File: src/rtl/charge_pkg.sv
// Shared key definitions for the charging-station controller: key indices,
// default channel count and the key-code type consumed by the control FSM.
package charge_pkg;

  localparam int NUM_KEYS = 4;
  localparam int CODE_W   = 2;

  localparam int KEY_SIGNAL = 0;
  localparam int KEY_ONE    = 1;
  localparam int KEY_TEN    = 2;
  localparam int KEY_CANCEL = 3;

  typedef logic [CODE_W-1:0] key_code_t;

endpackage

File: src/rtl/key_debounce_ch.sv
// One button channel: 2-flop synchronizer, debounce counter, stable level and
// registered press/release pulses. KEY_AUTOREPEAT_EN adds a hold counter.
module key_debounce_ch #(
  parameter int DB_CYCLES     = 1000000
`ifdef KEY_AUTOREPEAT_EN
  ,
  parameter bit RPT_EN        = 1'b0,
  parameter int REPEAT_DELAY  = 50000000,
  parameter int REPEAT_PERIOD = 20000000
`endif
) (
  input  logic clk,
  input  logic reset,
  input  logic key_raw,
  output logic level,
  output logic press,
  output logic rel
);

  localparam int CW = (DB_CYCLES > 2) ? $clog2(DB_CYCLES) : 1;

  logic [1:0]    sync_q, sync_d;
  logic [CW-1:0] cnt_q, cnt_d;
  logic          level_q, level_d;
  logic          lvl_d1_q, lvl_d1_d;
  logic          press_q, press_d;
  logic          rel_q, rel_d;
  logic          sync2;

  assign sync2 = sync_q[1];

`ifdef KEY_AUTOREPEAT_EN
  localparam int HW = $clog2(REPEAT_DELAY + 1);
  logic [HW-1:0] hold_q, hold_d;
  logic          rep_fire;

  // Reload lands the next fire exactly REPEAT_PERIOD cycles later (needs PERIOD <= DELAY).
  always_comb begin
    hold_d   = '0;
    rep_fire = 1'b0;
    if (RPT_EN && level_q) begin
      if (hold_q == HW'(REPEAT_DELAY)) begin
        rep_fire = 1'b1;
        hold_d   = HW'(REPEAT_DELAY - REPEAT_PERIOD + 1);
      end else begin
        hold_d = hold_q + 1'b1;
      end
    end
  end

  always_ff @(posedge clk or negedge reset) begin
    if (!reset) hold_q <= '0;
    else        hold_q <= hold_d;
  end
`endif

  always_comb begin
    sync_d   = {sync_q[0], key_raw};
    cnt_d    = '0;
    level_d  = level_q;
    lvl_d1_d = level_q;
    if (sync2 != level_q) begin
      if (cnt_q == CW'(DB_CYCLES - 1)) level_d = sync2;
      else                             cnt_d   = cnt_q + 1'b1;
    end
    press_d = level_q & ~lvl_d1_q;
    rel_d   = ~level_q & lvl_d1_q;
`ifdef KEY_AUTOREPEAT_EN
    press_d = press_d | rep_fire;
`endif
  end

  always_ff @(posedge clk or negedge reset) begin
    if (!reset) begin
      sync_q   <= '0;
      cnt_q    <= '0;
      level_q  <= 1'b0;
      lvl_d1_q <= 1'b0;
      press_q  <= 1'b0;
      rel_q    <= 1'b0;
    end else begin
      sync_q   <= sync_d;
      cnt_q    <= cnt_d;
      level_q  <= level_d;
      lvl_d1_q <= lvl_d1_d;
      press_q  <= press_d;
      rel_q    <= rel_d;
    end
  end

  assign level = level_q;
  assign press = press_q;
  assign rel   = rel_q;

endmodule

File: src/rtl/key_event_gen.sv
// Front-panel key conditioner: per-key debounced level/press/release plus a
// serialized press-event stream. Optional auto-repeat under KEY_AUTOREPEAT_EN.
module key_event_gen #(
  parameter int                         NUM_KEYS      = charge_pkg::NUM_KEYS,
  parameter int                         DB_CYCLES     = 1000000,
  parameter int                         CODE_W        = charge_pkg::CODE_W,
  parameter int                         REPEAT_DELAY  = 50000000,
  parameter int                         REPEAT_PERIOD = 20000000,
  parameter logic [NUM_KEYS-1:0]        REPEAT_MASK   = 4'b0110
) (
  input  logic                clk,
  input  logic                reset,
  input  logic [NUM_KEYS-1:0] key_raw,
  output logic [NUM_KEYS-1:0] key_level,
  output logic [NUM_KEYS-1:0] key_press,
  output logic [NUM_KEYS-1:0] key_release,
  output logic                evt_valid,
  output logic [CODE_W-1:0]   evt_code
);

  for (genvar i = 0; i < NUM_KEYS; i++) begin : g_ch
    key_debounce_ch #(
      .DB_CYCLES     (DB_CYCLES)
`ifdef KEY_AUTOREPEAT_EN
      ,
      .RPT_EN        (REPEAT_MASK[i]),
      .REPEAT_DELAY  (REPEAT_DELAY),
      .REPEAT_PERIOD (REPEAT_PERIOD)
`endif
    ) u_ch (
      .clk     (clk),
      .reset   (reset),
      .key_raw (key_raw[i]),
      .level   (key_level[i]),
      .press   (key_press[i]),
      .rel     (key_release[i])
    );
  end

  logic [NUM_KEYS-1:0] pending_q, pending_d, pend_all;
  logic                evt_valid_q, evt_valid_d;
  logic [CODE_W-1:0]   evt_code_q, evt_code_d;

  // This cycle's presses are merged in directly so an event leaves one cycle after its pulse.
  always_comb begin
    pend_all    = pending_q | key_press;
    pending_d   = pend_all;
    evt_valid_d = 1'b0;
    evt_code_d  = evt_code_q;
    for (int i = 0; i < NUM_KEYS; i++) begin
      if (pend_all[i] && !evt_valid_d) begin
        evt_valid_d  = 1'b1;
        evt_code_d   = CODE_W'(i);
        pending_d[i] = 1'b0;
      end
    end
  end

  always_ff @(posedge clk or negedge reset) begin
    if (!reset) begin
      pending_q   <= '0;
      evt_valid_q <= 1'b0;
      evt_code_q  <= '0;
    end else begin
      pending_q   <= pending_d;
      evt_valid_q <= evt_valid_d;
      evt_code_q  <= evt_code_d;
    end
  end

  assign evt_valid = evt_valid_q;
  assign evt_code  = evt_code_q;

endmodule

File: config.mk
export PLATFORM = sky130hd
export DESIGN_NAME = key_event_gen
export DESIGN_NICKNAME = d
export VERILOG_FILES = /design/src/rtl/charge_pkg.sv /design/src/rtl/key_debounce_ch.sv /design/src/rtl/key_event_gen.sv
export SDC_FILE = /design/constraint.sdc
export NUM_CORES = 1
export LEC_CHECK = 0
export ABC_AREA = 1
export CORE_AREA = 5 5 108 100
export CTS_BUF_LIST = sky130_fd_sc_hd__clkbuf_4 sky130_fd_sc_hd__clkbuf_8 sky130_fd_sc_hd__clkbuf_16
export DETAILED_ROUTE_END_ITERATION = 10
export DIE_AREA = 0 0 113 105
export PLACE_DENSITY = 0.86
export REMOVE_ABC_BUFFERS = 1
export SLEW_MARGIN = 20
export SYNTH_ARGS = -nofsm -noshare
export SYNTH_HDL_FRONTEND = slang
export SYNTH_SLANG_ARGS = --single-unit
export TNS_END_PERCENT = 50
File: constraint.sdc
create_clock -name clk -period 1.7 [get_ports clk]
set_input_delay 0.34 -clock clk [delete_from_list [all_inputs] [get_ports clk]]
set_output_delay 0.34 -clock clk [all_outputs]
set_load 0.03 [all_outputs]
==> summary.txt, run 1 <==
Timing
  – Setup violators final: 0
  – Tightest Pin Transition: about 0.58 ns
  – Setup_tns: 0 ns
  – RSZ-0062 raised after global routing: no
  – Max frequency: between 0.6 and 0.7 GHz
  – Final Cycle Share: 0.902
  – Worst Skew: 0.00748 ns
  – Slew margin rel.: 0.612
  – WHS: about 0.00085 ns
  – Max Transition Viols Final: 0
  – Period minus WS final: approximately 1.5 ns
  – Final hold vios: 0

Finish
  – Share of cells above drive strength 1: 0.0940
  – Area delta synth->final: 8.74%
  – Final core utilization: 0.642
  – Non-filler cells, final: 839
  – Nets: a little over 700
  – Antenna cells: 0

Clock network
  – Post CTS Setup Buffer Count: 0
  – Root Buffer: clkbuf_8
  – H-tree depth: 3
  – Clk Latency, worst-skew pair: 0.37 ns
  – Bufs on Longest Clock Path: 2
  – Clock transition at the registers of the reported paths: ~0.10 ns
  – CTS Sinks: 110
  – CTS buffer count: 9
  – CTS tree: yes

Yosys
  – Most numerous cell in the Yosys netlist: nor2_1
  – Post-synthesis register bit count: between 100 and 150
  – Post-synth top area cell: dfrtp_1
  – Synth warn: 0
  – Mean post-synth cell area: about 8 sq um
  – Top cells by count, synth: nor2_1 (182), nand2_1 (124), dfrtp_1 (110), inv_1 (59), nand3_1 (48)
  – Number of synthesized flops with an enable pin: 0
  – Post-synth cell types: 33
  – Synth top area cells: dfrtp_1 (49%), nor2_1 (12%), nand2_1 (8.3%)
  – Post-Synthesis Cell Area: approximately 0.0056 sq mm
  – Seq/Total Area, Yosys: 0.492
  – Syn Inst Count: 686
  – Synth top area share: 0.492
  – Synth async-reset ratio: 1.00
  – Synth Flop Type: dfrtp_1

Floorplanning
  – Initial Utilization: 0.590
  – Die area: 0.0119 sq mm
  – Core Region: about 0.0095 sq mm
  – FP Rows: 34
  – I/O pins: 21
  – Die Span X: 113 um
  – Die height: 105 um

Routing
  – Final wirelength: around 11000 um
  – Remaining DRCs: 0
  – DR vias: ~4.4k
  – Via density per instance: between 5 and 6
  – Drt pass-1 iters: 5
  – DR iter-0 viols: 294
  – Routed len/inst: 12.8 um
  – Antenna viol nets, final: 0

Placement
  – Port Buffers: 20
  – DP Cell Count: between 800 and 900
  – HPWL after DPL: 7890 um
  – RePlAce Congestion: just over 0.9

Setup path
  – Worst EP arrival: 1.19 ns
  – Reg-to-Reg Start: g_ch[1].u_ch.cnt_q[0]
  – WP buf/inv: 1
  – WS Path Type: reg -> out
  – Crit-path max cell delay: around 0.42 ns
  – R2r setup slk: 0.20 ns
  – Slowest stage cell, crit path: dfrtp_1
  – Maximum fanout along the worst path: 2
  – Required @ worst endpoint: about 1.4 ns
  – Critical-path cell list: dlygate4sd2_1
  – Crit-path leading delay family: flip-flops
  – Beginning of the critical path: g_ch[1].u_ch.press
  – Worst setup EP type: output port
  – CP Launch Type: register

GRT
  – Initial antenna violation count: 0
  – Vias in the first global route: 4171
  – GRT overflow: 0
  – First-pass GRT wire length: 19000 um
  – GR Util All Layers: 0.195
  – Pin count of the biggest net entering global routing: between 100 and 150

Pwr
  – Pwr Total: roughly 0.0044 W
  – Maximum vdd drop: about 0.56 mV
  – Power Density: just over 700 mW/mm^2
  – Leak: about 2.7 nW

Flow run
  – Max-cap violations: 0

Min path
  – HP Class: in -> async

Outcome
  – Status: completed
where the power goes:
group / internal, W / total, W / switching [W]
clock: 0.000719 / 0.00156 / 0.000838
sequential: 0.00265 / 0.00267 / 0.0000252
combinational: 0.0000505 / 0.000165 / 0.000114
layer usage:
layer	track usage	share of wire	routed length (um)
met1	0.265	0.45	4880
met2	0.320	0.47	5090
met3	0.0382	0.053	569
met4	0.0515	0.018	193
met5	0	0	0
cells in the final DEF (no fill, tap or decap), types with 9 or more instances in the layout:
cell type,n
nand2_1,124
nand3_1,48
dfrtp_1,110
clkbuf_8,10
dlygate4sd2_1,15
nand4_1,17
xor2_1,27
inv_1,59
nor2_2,10
xnor2_1,11
a21oi_1,11
nor2_1,182
o21ai_1,9
worst paths after layout:
| check | to | depth (start not counted) |
|---|---|---|
| max | key_press[1] | 1 |
| min | g_ch[1].u_ch.cnt_q[7] | 2 |
| max reg2reg | g_ch[1].u_ch.cnt_q[9] | 6 |
| min reg2reg | g_ch[2].u_ch.sync_q[1] | 0 |
| max in group asynchronous | g_ch[1].u_ch.cnt_q[8] | 2 |
| min in group clk | g_ch[2].u_ch.sync_q[1] | 0 |
stage by stage:
stage / area, sq um / setup slack, ns
2_1_floorplan: 5500 / 0.388
3_3_place_gp: 5910 / 0.268
3_5_place_dp: 5910 / 0.214
4_1_cts: 6090 / 0.146
5_1_grt: 6090 / 0.0276
6_report: 6090 / 0.167
kinds of logic after synthesis:
group,count (synthesis),synth area share
fa+ha+maj,4,0.00894
compound gates,29,0.0304
xor+xnor,42,0.0710
simple gates,421,0.336
flops,110,0.492
buf+inv,80,0.0621
cell type report:
cell class,count,area [sq um]
Fill cell,787,3400
Sequential cell,110,2750
Multi-Input combinational cell,496,2500
Inverter,66,248
Timing Repair Buffer,26,236
Tap cell,126,158
Clock buffer,10,138
Clock inverter,5,57.6
timing repair:
| item | in CTS | in global routing |
|---|---|---|
| setup endpoints to repair | 15 | 0 |
| hold buffers | 0 | 0 |
| gates resized for setup | 15 | 0 |
sequential cells by signal, indices dropped and copies added (netlist names):
register            flops
g_ch.u_ch.cnt_q        80
g_ch.u_ch.sync_q        8
g_ch.u_ch.level         4
g_ch.u_ch.lvl_d1_q      4
g_ch.u_ch.press         4
g_ch.u_ch.rel           4
pending_q               3
evt_code                2
evt_valid               1
No activity file was read; power rests on OpenSTA's default activity.
==> inputs of run 2 (changes only) <==
--- a/config.mk
+++ b/config.mk
@@ -12,6 +12,7 @@
 export DIE_AREA = 0 0 113 105
 export PLACE_DENSITY = 0.86
 export REMOVE_ABC_BUFFERS = 1
+export SETUP_SLACK_MARGIN = 0.5
 export SLEW_MARGIN = 20
 export SYNTH_ARGS = -nofsm -noshare
 export SYNTH_HDL_FRONTEND = slang
==> run 2 against run 1 <==
  * First-iteration DRC count rose by 75%
  * Routed wire length rose by 49%
  * Combinational power rose by 53%
==> summary.txt, run 2 (synthesis results as in run 1) <==
Routing
  – Remaining DRCs: 0
  – Antenna viol nets, final: 0
  – Routed len/inst: approximately 18 um
  – Final wirelength: between 15000 and 20000 um
  – Drt pass-1 iters: 5
  – DR vias: 5163
  – Via density per instance: between 5 and 6
  – DR iter-0 viols: around 520

Pwr
  – Power Density: roughly 640 mW/mm^2
  – Leak: around 3.1 nW
  – Maximum vdd drop: 0.565 mV
  – Pwr Total: ~0.0046 W

Timing
  – Slew margin rel.: 0.625
  – Setup_tns: 0 ns
  – RSZ-0062 raised after global routing: yes
  – Setup ws final: around 0.22 ns
  – Max frequency: between 0.6 and 0.7 GHz
  – Setup violators final: 0
  – Period minus WS final: about 1.5 ns
  – Worst Skew: approximately 0.016 ns
  – Final hold vios: 0
  – Tightest Pin Transition: 0.563 ns
  – Max Transition Viols Final: 0
  – Final Cycle Share: 0.873

Setup path
  – R2r setup slk: around 0.22 ns
  – Worst setup EP type: register
  – Maximum fanout along the worst path: 5
  – Reg2reg path depth: 8
  – Crit path to: g_ch[2].u_ch.cnt_q[17]
  – Reg-to-Reg Start: g_ch[2].u_ch.cnt_q[0]
  – Beginning of the critical path: g_ch[2].u_ch.cnt_q[0]
  – CP Launch Type: register
  – Worst R2R End: g_ch[2].u_ch.cnt_q[17]
  – Worst EP arrival: around 1.7 ns
  – Required @ worst endpoint: between 1.5 and 2 ns
  – WS Path Type: reg -> reg

Floorplanning
  – Die Span X: about 110 um
  – FP Rows: 34
  – Initial Utilization: 0.590
  – I/O pins: 21
  – Die area: roughly 0.012 sq mm
  – Die height: 105 um
  – Core Region: ~0.0095 sq mm

Finish
  – Area delta synth->final: 27.6%
  – Nets: approximately 770
  – Number of flip-flops under the largest register name: 80
  – Share of cells above drive strength 1: 0.314
  – Final core utilization: 0.753
  – Most frequent cells in the layout: nor2_1 (144), nand2_1 (107), dfrtp_1 (94), inv_1 (55), buf_4 (54)
  – Commonest non-fill, non-tap cell in the layout: nor2_1
  – Antenna cells: 0
  – Most flops, register: g_ch.u_ch.cnt_q
  – Non-filler cells, final: ~890
  – Top flop regs: g_ch.u_ch.cnt_q: 80 flops, g_ch.u_ch.sync_q: 8 flops

Placement
  – Port Buffers: 20
  – RePlAce Congestion: ~0.91
  – HPWL after DPL: ~7900 um
  – Worst slack at placement: ~0.21 ns
  – DP Cell Count: slightly above 800

Clock network
  – Hold_buf cts: 0
  – CTS tree: yes
  – CTS Sinks: 110
  – H-tree depth: 3
  – CTS buffer count: 9
  – Clock transition at the registers of the reported paths: around 0.11 ns
  – Clk Latency, worst-skew pair: 0.38 ns
  – Bufs on Longest Clock Path: 2
  – Root Buffer: clkbuf_8

GRT
  – Initial antenna violation count: 0
  – Vias in the first global route: roughly 4.7k
  – Pin count of the biggest net entering global routing: about 110
  – GRT overflow: 0
  – First-pass GRT wire length: around 22000 um
  – GR Util All Layers: 0.224

Flow run
  – Max-cap violations: 0

Min path
  – HP Class: in -> async

Outcome
  – Status: completed
[run 2: cell count changes in the layout (fill, tap and decap cells not counted), sizes merged]
cell / previous run / this run
buf: 7 / 76
dlygate4sd2: 15 / 0
[run 2: cell type report]
cell class | instances | area (sq um)
multi-input cells | 496 | 3070
flip-flops and latches | 110 | 2770
fillers | 563 | 2340
repair buffers | 80 | 696
inverters | 66 | 253
well taps | 126 | 158
clock buffers | 10 | 138
clock inverters | 5 | 57.6
[run 2: stage by stage]
step | hold WS (ns) | instance area (sq um)
finish | 0.0293 | 7150
global placement | 0.331 | 5910
CTS | 0.0593 | 6570
floorplan | 0.0444 | 5500
global route | 0.0831 | 7150
detailed placement | 0.335 | 5910
[run 2: routing by layer]
layer,up-vias,global-route usage,routed length [um]
met1,2505,0.275,6010
li1,2302,-,-
met5,-,0,0
met4,0,0.0867,803
met2,272,0.389,8160
met3,84,0.0451,1020
[run 2: worst max-delay path, cell delays in order, from the launching register on]
cell	delay [ns]
dfrtp_1	0.44
buf_4	0.15
inv_1	0.05
nor2_4	0.17
nand2_4	0.12
nor2_4	0.16
nand3_2	0.08
nand3_1	0.11
nor2_1	0.08
[run 2: repair_timing]
item / 4_1_cts / 5_1_grt
resized for setup: 164 / 97
setup buffers: 23 / 31
pin swaps: 33 / 35
endpoints found under the setup margin: 98 / 104
[run 2: worst min-delay path by stage]
stage | end | depth (start not counted)
6_report | g_ch[1].u_ch.cnt_q[13] | 2
5_1_grt | g_ch[1].u_ch.cnt_q[12] | 2
4_1_cts | g_ch[1].u_ch.cnt_q[13] | 2
3_5_place_dp | g_ch[2].u_ch.sync_q[1] | 0
3_3_place_gp | g_ch[2].u_ch.sync_q[1] | 0
2_1_floorplan | evt_code[0] | 0
[run 2: where the power goes]
part           leakage (nW)  internal [W]  switching [W]  total, W
clock network         0.103      0.000720       0.000894   0.00161
logic                  1.53     0.0000969       0.000156  0.000253
registers              1.48       0.00265      0.0000394   0.00269
